<file path="src/rtl/vga_timing.sv">
// VGA raster timing generator: free-running column/line counters with
// sync and blanking flags registered in step with the counters.
module vga_timing #(
  parameter int unsigned HOR_TOTAL       = 1056,
  parameter int unsigned HOR_BLANK_START = 800,
  parameter int unsigned HOR_SYNC_START  = 840,
  parameter int unsigned HOR_SYNC_END    = 968,
  parameter int unsigned VER_TOTAL       = 628,
  parameter int unsigned VER_BLANK_START = 600,
  parameter int unsigned VER_SYNC_START  = 601,
  parameter int unsigned VER_SYNC_END    = 605
) (
  input  logic        pclk,
  input  logic        reset,
  output logic [11:0] hcount,
  output logic        hsync,
  output logic        hblnk,
  output logic [11:0] vcount,
  output logic        vsync,
  output logic        vblnk,
  output logic        frame_start
);

  localparam int unsigned CW = 12;
  // One extra bit so that boundaries equal to 4096 still compare correctly.
  localparam int unsigned XW = CW + 1;

  logic [CW-1:0] hcount_nxt;
  logic [CW-1:0] vcount_nxt;
  logic          hwrap;
  logic          vwrap;
  logic [XW-1:0] hx_nxt;
  logic [XW-1:0] vx_nxt;

  // Next counter values; flags are decoded from these so they land with the counts.
  always_comb begin
    hwrap      = (hcount == CW'(HOR_TOTAL - 1));
    vwrap      = (vcount == CW'(VER_TOTAL - 1));
    hcount_nxt = hwrap ? '0 : hcount + CW'(1);
    vcount_nxt = vcount;
    if (hwrap) begin
      vcount_nxt = vwrap ? '0 : vcount + CW'(1);
    end
    hx_nxt = {1'b0, hcount_nxt};
    vx_nxt = {1'b0, vcount_nxt};
  end

  always_ff @(posedge pclk) begin
    if (reset) begin
      hcount      <= '0;
      vcount      <= '0;
      hsync       <= 1'b0;
      hblnk       <= 1'b0;
      vsync       <= 1'b0;
      vblnk       <= 1'b0;
      frame_start <= 1'b0;
    end else begin
      hcount      <= hcount_nxt;
      vcount      <= vcount_nxt;
      hblnk       <= (hx_nxt >= XW'(HOR_BLANK_START));
      hsync       <= (hx_nxt >= XW'(HOR_SYNC_START)) && (hx_nxt < XW'(HOR_SYNC_END));
      vblnk       <= (vx_nxt >= XW'(VER_BLANK_START));
      vsync       <= (vx_nxt >= XW'(VER_SYNC_START)) && (vx_nxt < XW'(VER_SYNC_END));
      // Only a genuine frame wrap reaches (0,0) with a pulse; reset release does not.
      frame_start <= hwrap && vwrap;
    end
  end

endmodule

</file>
<file path="config.mk">
export PLATFORM = sky130hd
export DESIGN_NAME = vga_timing
export DESIGN_NICKNAME = d
export VERILOG_FILES = /design/src/rtl/vga_timing.sv
export SDC_FILE = /design/constraint.sdc
export NUM_CORES = 1
export LEC_CHECK = 0
export ABC_AREA = 1
export CAP_MARGIN = 0
export CORE_ASPECT_RATIO = 1.2
export CORE_MARGIN = 1
export CORE_UTILIZATION = 48
export DETAILED_ROUTE_END_ITERATION = 12
export PLACE_DENSITY = 0.83
export RECOVER_POWER = 50
export SYNTH_ARGS = -nofsm -noshare
export SYNTH_HDL_FRONTEND = slang
export SYNTH_SLANG_ARGS = --single-unit
</file>
<file path="constraint.sdc">
create_clock -name pclk -period 1.6 [get_ports pclk]
set_input_delay 0.48 -clock pclk [delete_from_list [all_inputs] [get_ports pclk]]
set_output_delay 0.48 -clock pclk [all_outputs]
set_load 0.05 [all_outputs]
</file>
==> metrics.md, run 1 <==
| Metric | Value |
|---|---|
| CTS tree | `built` |
| Post-DP HPWL | `3.400 mm` |
| Max Freq | `0.5940 GHz` |
| Fin nets | `357` |
| Clk slew on worst S/H paths | `60 ps` |
| Leak | `1.359 nW` |
| Distinct cells, synth | `26` |
| Fill count | `190` |
| Syn_area_per_cell | `6.418 µm²` |
| Routed len/inst | `15.32 µm` |
| FF/Latch Area | `619.3 µm²` |
| Crit end category | `flip-flop` |
| Die W | `58.36 µm` |
| CTS Buf Count | `5` |
| CP max FO | `8` |
| Slew @ Worst Pin | `601.5 ps` |
| Net Count, Synth | `289` |
| Yosys warning count | `0` |
| Commonest non-fill, non-tap cell in the layout | `nand2_1` |
| First-pass GRT wire length | `9.315 mm` |
| Row cnt | `24` |
| Cell Pwr Density | `494.0 nW/µm²` |
| DRC viols | `0` |
| Routed via count | `2,178` |
| Critical path class | `flip-flop to flip-flop` |
| Clock buffer depth | `2` |
| Pre-CTS setup slack | `-47.07 ps` |
| Yosys reg bits | `29` |
| Sequential area share after synthesis | `31.74%` |
| Largest net degree at the start of global routing | `28` |
| # diodes | `0` |
| Initial Utilization | `50.34%` |
| Initial DRC count | `212` |
| Startpoint type of the worst setup path | `flip-flop` |
| Post-detailed-routing wire length | `6.219 mm` |
| Worst Hold Class | `flip-flop to flip-flop` |
| Most frequent cells in the layout | `nand2_1, nor2_1, buf_4, inv_1, nand3_1` |
| Tmin final | `1684 ps` |
| Final std cells w/o fill | `406` |
| Fin crit share | `105.2%` |
| Post-Syn Instances | `285` |
| Later-pin clock latency in the skew report | `280 ps` |
| Multi-input gate area | `1244 µm²` |
| Setup ws final | `-83.52 ps` |
| Area Growth Syn to Fin | `62.52%` |
| Final hold vios | `0` |
| Max_slew headroom | `59.90%` |
| Core Area | `3633 µm²` |
| Total track usage | `30.02%` |
| DR pass1 iterations | `4` |
| Htree depth | `2` |
| VDD IR max | `0.5214 mV` |
| Sink Count | `29` |
| Crit path DAT | `1860 ps` |
| RSZ-0062 raised after global routing | `true` |
| Max-Cap Viols | `0` |
| Setup violations, final | `6` |
| Die footprint | `4063 µm²` |
| Failing checks | `negative setup slack` |
| Total global routing overflow | `0` |
| DP Cell Count | `384` |
| Routability cong. | `0.9296` |
| Syn Std Cell Area | `1829 µm²` |
| Hold Buf Count CTS | `0` |
| Status | `finished, violations left` |
| Final slew viol count | `0` |
| Clk_skew | `3.573 ps` |
| DIE HEIGHT | `69.63 µm` |
| Vias in the first global route | `2,106` |
| Critical Path RT | `1780 ps` |
| PortBufs | `30` |
| Layout cells sized above 1 | `48.59%` |
| Root Buffer | `clkbuf_8` |
| Antenna Nets Post-Route | `0` |
| Num ports | `31` |
| Routed vias/inst | `5.365` |
| Initial antenna violation count | `0` |
flip-flops by register name, indices dropped and copies added (netlist names):
name,cells
hcount,12
hsync,1
frame_start,1
hblnk,1
vblnk,1
vsync,1
vcount,12
repair_timing:
item,in CTS,in global routing
pin swaps,15,21
endpoints found under the hold margin,0,0
resized for setup,21,37
gates cloned,0,0
setup buffers,12,3
setup endpoints to repair,2,9
logic make-up after synthesis:
family / Yosys count / share of synthesized area, %
buffers and inverters: 46 / 10.05
DFF: 29 / 31.74
and+or+nand+nor: 193 / 50.75
xor gates and xnor gates: 3 / 1.437
AOI/OAI and AO/OA: 12 / 4.651
adders and majority gates: 2 / 1.368
Yosys cell counts (all sizes together):
| cell | number | share of area, % |
|---|---|---|
| nand3 | 33 | 10 |
| nand4 | 7 | 2.4 |
| clkinv | 1 | 0.21 |
| nand2 | 90 | 20 |
| a21boi | 1 | 0.62 |
| nor3 | 4 | 1.1 |
| xnor2 | 1 | 0.48 |
| buf | 2 | 1.0 |
| ha | 2 | 1.4 |
| a21oi | 3 | 1.4 |
| o21ai | 8 | 2.6 |
| inv | 41 | 8.4 |
| dfxtp | 29 | 32 |
| nor2 | 59 | 17 |
| clkbuf | 2 | 0.41 |
| xor2 | 2 | 0.96 |
stage by stage:
step,utilization [%],hold slack (ps),cell area [µm²],total power [mW],setup TNS [ps]
4_1_cts,80.75,545.0,2934,1.473,-89.31
2_1_floorplan,-,559.7,1888,0.7973,-37.78
3_3_place_gp,73.97,529.5,2688,0.8424,-61.89
3_5_place_dp,73.97,536.4,2688,0.8447,-93.53
6_report,81.82,563.1,2973,1.469,-286.5
5_1_grt,81.82,596.3,2973,1.520,-983.1
critical path, cell delays in order, from the launching register on:
cell and delay [ps]:
dfxtp_4 360, buf_4 190, nand3_1 110, inv_1 130
nand2_1 90, nand2_1 60, nand2_1 50, o21ai_1 220
inv_1 110, nand2_1 100, nor2_2 50, nand3_2 70
nand2_1 60
power by group:
group	internal, mW	switching [mW]	leakage, nW
Sequential	0.723	0.00855	0.246
Combinational	0.0473	0.0565	1.07
Clock	0.350	0.283	0.0455
per-layer routing:
metal  track usage (%)  vias up  share of wire, %
li1                  -     1022                 -
met4             16.14        0               6.2
met3             4.851       43               5.0
met5                 0        -                 0
met2             54.28      104                54
met1             32.16     1009                35
area by class of cell:
class	count	area share [%]
timing repair buffer	65	26.73
clock buffer	8	3.030
multi-input combinational	210	41.83
inverter	42	5.387
tap	52	2.189
sequential	29	20.83
worst paths after layout:
kind / start / to / slack, ps / depth (start not counted)
min: hcount[2] / hcount[2] / 560 / 2
min reg2reg: hcount[2] / hcount[2] / 560 / 2
max: vcount[0] / vblnk / -80 / 12
max reg2reg: vcount[0] / vblnk / -80 / 12
No activity file was read; power rests on OpenSTA's default activity.
==> inputs of run 2 (changes only) <==
--- a/config.mk
+++ b/config.mk
@@ -10,6 +10,7 @@
 export CORE_ASPECT_RATIO = 1.2
 export CORE_MARGIN = 1
 export CORE_UTILIZATION = 48
+export CTS_CLUSTER_SIZE = 30
 export DETAILED_ROUTE_END_ITERATION = 12
 export PLACE_DENSITY = 0.83
 export RECOVER_POWER = 50
==> results of run 2 <==
Final layout, timing and power as in run 1 (identical DEF).
==> inputs of run 3 (changes only) <==
--- a/config.mk
+++ b/config.mk
@@ -14,6 +14,7 @@
 export DETAILED_ROUTE_END_ITERATION = 12
 export PLACE_DENSITY = 0.83
 export RECOVER_POWER = 50
+export SKIP_LAST_GASP = 1
 export SYNTH_ARGS = -nofsm -noshare
 export SYNTH_HDL_FRONTEND = slang
 export SYNTH_SLANG_ARGS = --single-unit
==> run 3 against run 2 <==
Compared with the run above: the run still ends with negative setup slack left; largest cell class unchanged; clock power is 0.8% higher; largest power group unchanged; sequential power about the same; core utilization decreased by 1.4 points; worst hold slack improved by 6.0 ps; sequential cell count did not move; count of clock-buffer cells in the layout stayed put; first-iteration DRC count decreased by 30%; combinational power hardly changed.
==> metrics.md, run 3 (same netlist as run 1, synthesis figures left out) <==
| Metric | Value |
|---|---|
| Status | `finished, violations left` |
| Failing checks | `negative setup slack` |
| Max-Cap Viols | `0` |
| CTS tree | `built` |
| Crit end category | `flip-flop` |
| Sink Count | `29` |
| Final slew viol count | `0` |
| VDD IR max | `0.4977 mV` |
| Clk slew on worst S/H paths | `60 ps` |
| Total track usage | `29.67%` |
| Slack of the worst reg-to-reg path | `-110 ps` |
| Crit path DAT | `1890 ps` |
| Reg2reg end | `vblnk` |
| Worst hold endpoint | `hcount[2]` |
| Crit-path max cell delay | `360 ps` |
| Clock buffer depth | `2` |
| Routed len/inst | `14.73 µm` |
| Total global routing overflow | `0` |
| Max Freq | `0.5834 GHz` |
| Die footprint | `4063 µm²` |
| Num ports | `31` |
| Worst Hold Class | `flip-flop to flip-flop` |
| Antenna Nets Post-Route | `0` |
| Fin crit share | `107.1%` |
| Fin nets | `357` |
| Worst-path cell chain | `inv_2, nand2_2, nor2_2, nand2_4, nor2_8, nand2_2, nand2_2, inv_2, nand2_2, nand2_2, nand2_1, nand2_1, nand2_2, nand2_1` |
| Root Buffer | `clkbuf_8` |
| Critical R2R Launch | `hcount[6]` |
| Row cnt | `24` |
| Critical Path RT | `1780 ps` |
| Final instance area | `2923 µm²` |
| Htree depth | `2` |
| Post-detailed-routing wire length | `5.979 mm` |
| First-pass GRT wire length | `9.218 mm` |
| Area Growth Syn to Fin | `59.78%` |
| Post-DP HPWL | `3.400 mm` |
| # diodes | `0` |
| Slew @ Worst Pin | `577.3 ps` |
| Vias in the first global route | `2,108` |
| Setup ws final | `-114.0 ps` |
| Worst hold path depth | `2` |
| PortBufs | `30` |
| Later-pin clock latency in the skew report | `280 ps` |
| Initial DRC count | `148` |
| DIE HEIGHT | `69.63 µm` |
| Layout cells sized above 1 | `45.48%` |
| Max_slew headroom | `61.52%` |
| Commonest non-fill, non-tap cell in the layout | `nand2_1` |
| DR pass1 iterations | `5` |
| Core Area | `3633 µm²` |
| Routability cong. | `0.9296` |
| Leak | `1.344 nW` |
| Die W | `58.36 µm` |
| Initial Utilization | `50.34%` |
| Setup violations, final | `5` |
| Biggest registers after layout | `hcount (12), vcount (12)` |
| Routed via count | `2,180` |
| Pre-CTS setup slack | `-47.07 ps` |
| Hold wc startpoint | `hcount[2]` |
| DRC viols | `0` |
| Largest net degree at the start of global routing | `28` |
| Startpoint type of the worst setup path | `flip-flop` |
| RSZ-0062 raised after global routing | `true` |
| CP max-delay cell | `dfxtp_2` |
| Routed vias/inst | `5.369` |
| Final hold vios | `0` |
| Critical path class | `flip-flop to flip-flop` |
| Fill count | `208` |
| CTS Buf Count | `5` |
| Most frequent cells in the layout | `nand2_1, nor2_1, buf_4, inv_1, nand3_1` |
| Initial antenna violation count | `0` |
| Clk_skew | `4.391 ps` |
| Most used cell, CP | `nand2_2` |
| Placement Cell Area | `2688 µm²` |
| Hold Buf Count CTS | `0` |
| CP max FO | `8` |
| Reg2reg path depth | `14` |
| Cell Pwr Density | `504.1 nW/µm²` |
| Tmin final | `1714 ps` |
[run 3: cell count changes in the layout (fill, tap and decap cells not counted), moves of 2 or more]
cell | previous run | this run
dfxtp_2 | 16 | 18
nand3_1 | 25 | 28
nor2_1 | 32 | 37
nor2_2 | 15 | 10
inv_1 | 28 | 30
nand3_2 | 6 | 3
[run 3: layer usage]
metal	global-route usage, %	vias to the layer above	wire length, µm
met5	0	-	0
met4	16.14	0	313
met3	5.037	41	315
met2	53.51	119	3209
met1	31.70	1000	2142
li1	-	1020	-
[run 3: worst max path at each step]
stage / startpoint / end
floorplan: hcount[0] / hsync
global placement: hcount[0] / vblnk
detailed placement: hcount[0] / vblnk
CTS: hcount[1] / vblnk
global route: hcount[1] / hsync
finish: hcount[6] / vblnk
[run 3: report_power, final]
| group | internal [mW] | switching, mW | total (mW) |
|---|---|---|---|
| Combinational | 0.0472 | 0.0546 | 0.102 |
| Clock | 0.350 | 0.287 | 0.638 |
| Sequential | 0.725 | 0.00877 | 0.734 |
[run 3: cell type report]
type | count | area [µm²] | area share (%)
Clock buffer | 8 | 90.09 | 3.082
Inverter | 42 | 157.7 | 5.394
Multi-Input combinational cell | 210 | 1205 | 41.22
Sequential cell | 29 | 618.1 | 21.15
Tap cell | 52 | 65.06 | 2.226
Timing Repair Buffer | 65 | 787.0 | 26.93
[run 3: through the flow]
| stage | utilization [%] | hold WS, ps | instances | power, mW | setup TNS, ps |
|---|---|---|---|---|---|
| after floorplan | - | 559.7 | 285 | 0.7973 | -37.78 |
| after global placement | 73.97 | 529.5 | 384 | 0.8424 | -61.89 |
| after detailed placement | 73.97 | 536.4 | 384 | 0.8447 | -93.53 |
| after CTS | 80.23 | 545.0 | 404 | 1.473 | -127.1 |
| after global routing | 80.44 | 604.1 | 406 | 1.526 | -926.0 |
| final | 80.44 | 569.1 | 406 | 1.473 | -295.1 |
[run 3: critical path, delay by kind of cell (launching register included)]
kind          cells  cell delay (ps)
simple gates     12             1080
flops             1              360
buf+inv           2              170
[run 3: what timing repair did]
item                                    in CTS  in global routing
pin swaps                                   15                 18
endpoints found under the setup margin       2                 10
setup buffers                               12                  3
resized for setup                           17                 24
cloned                                       0                  0
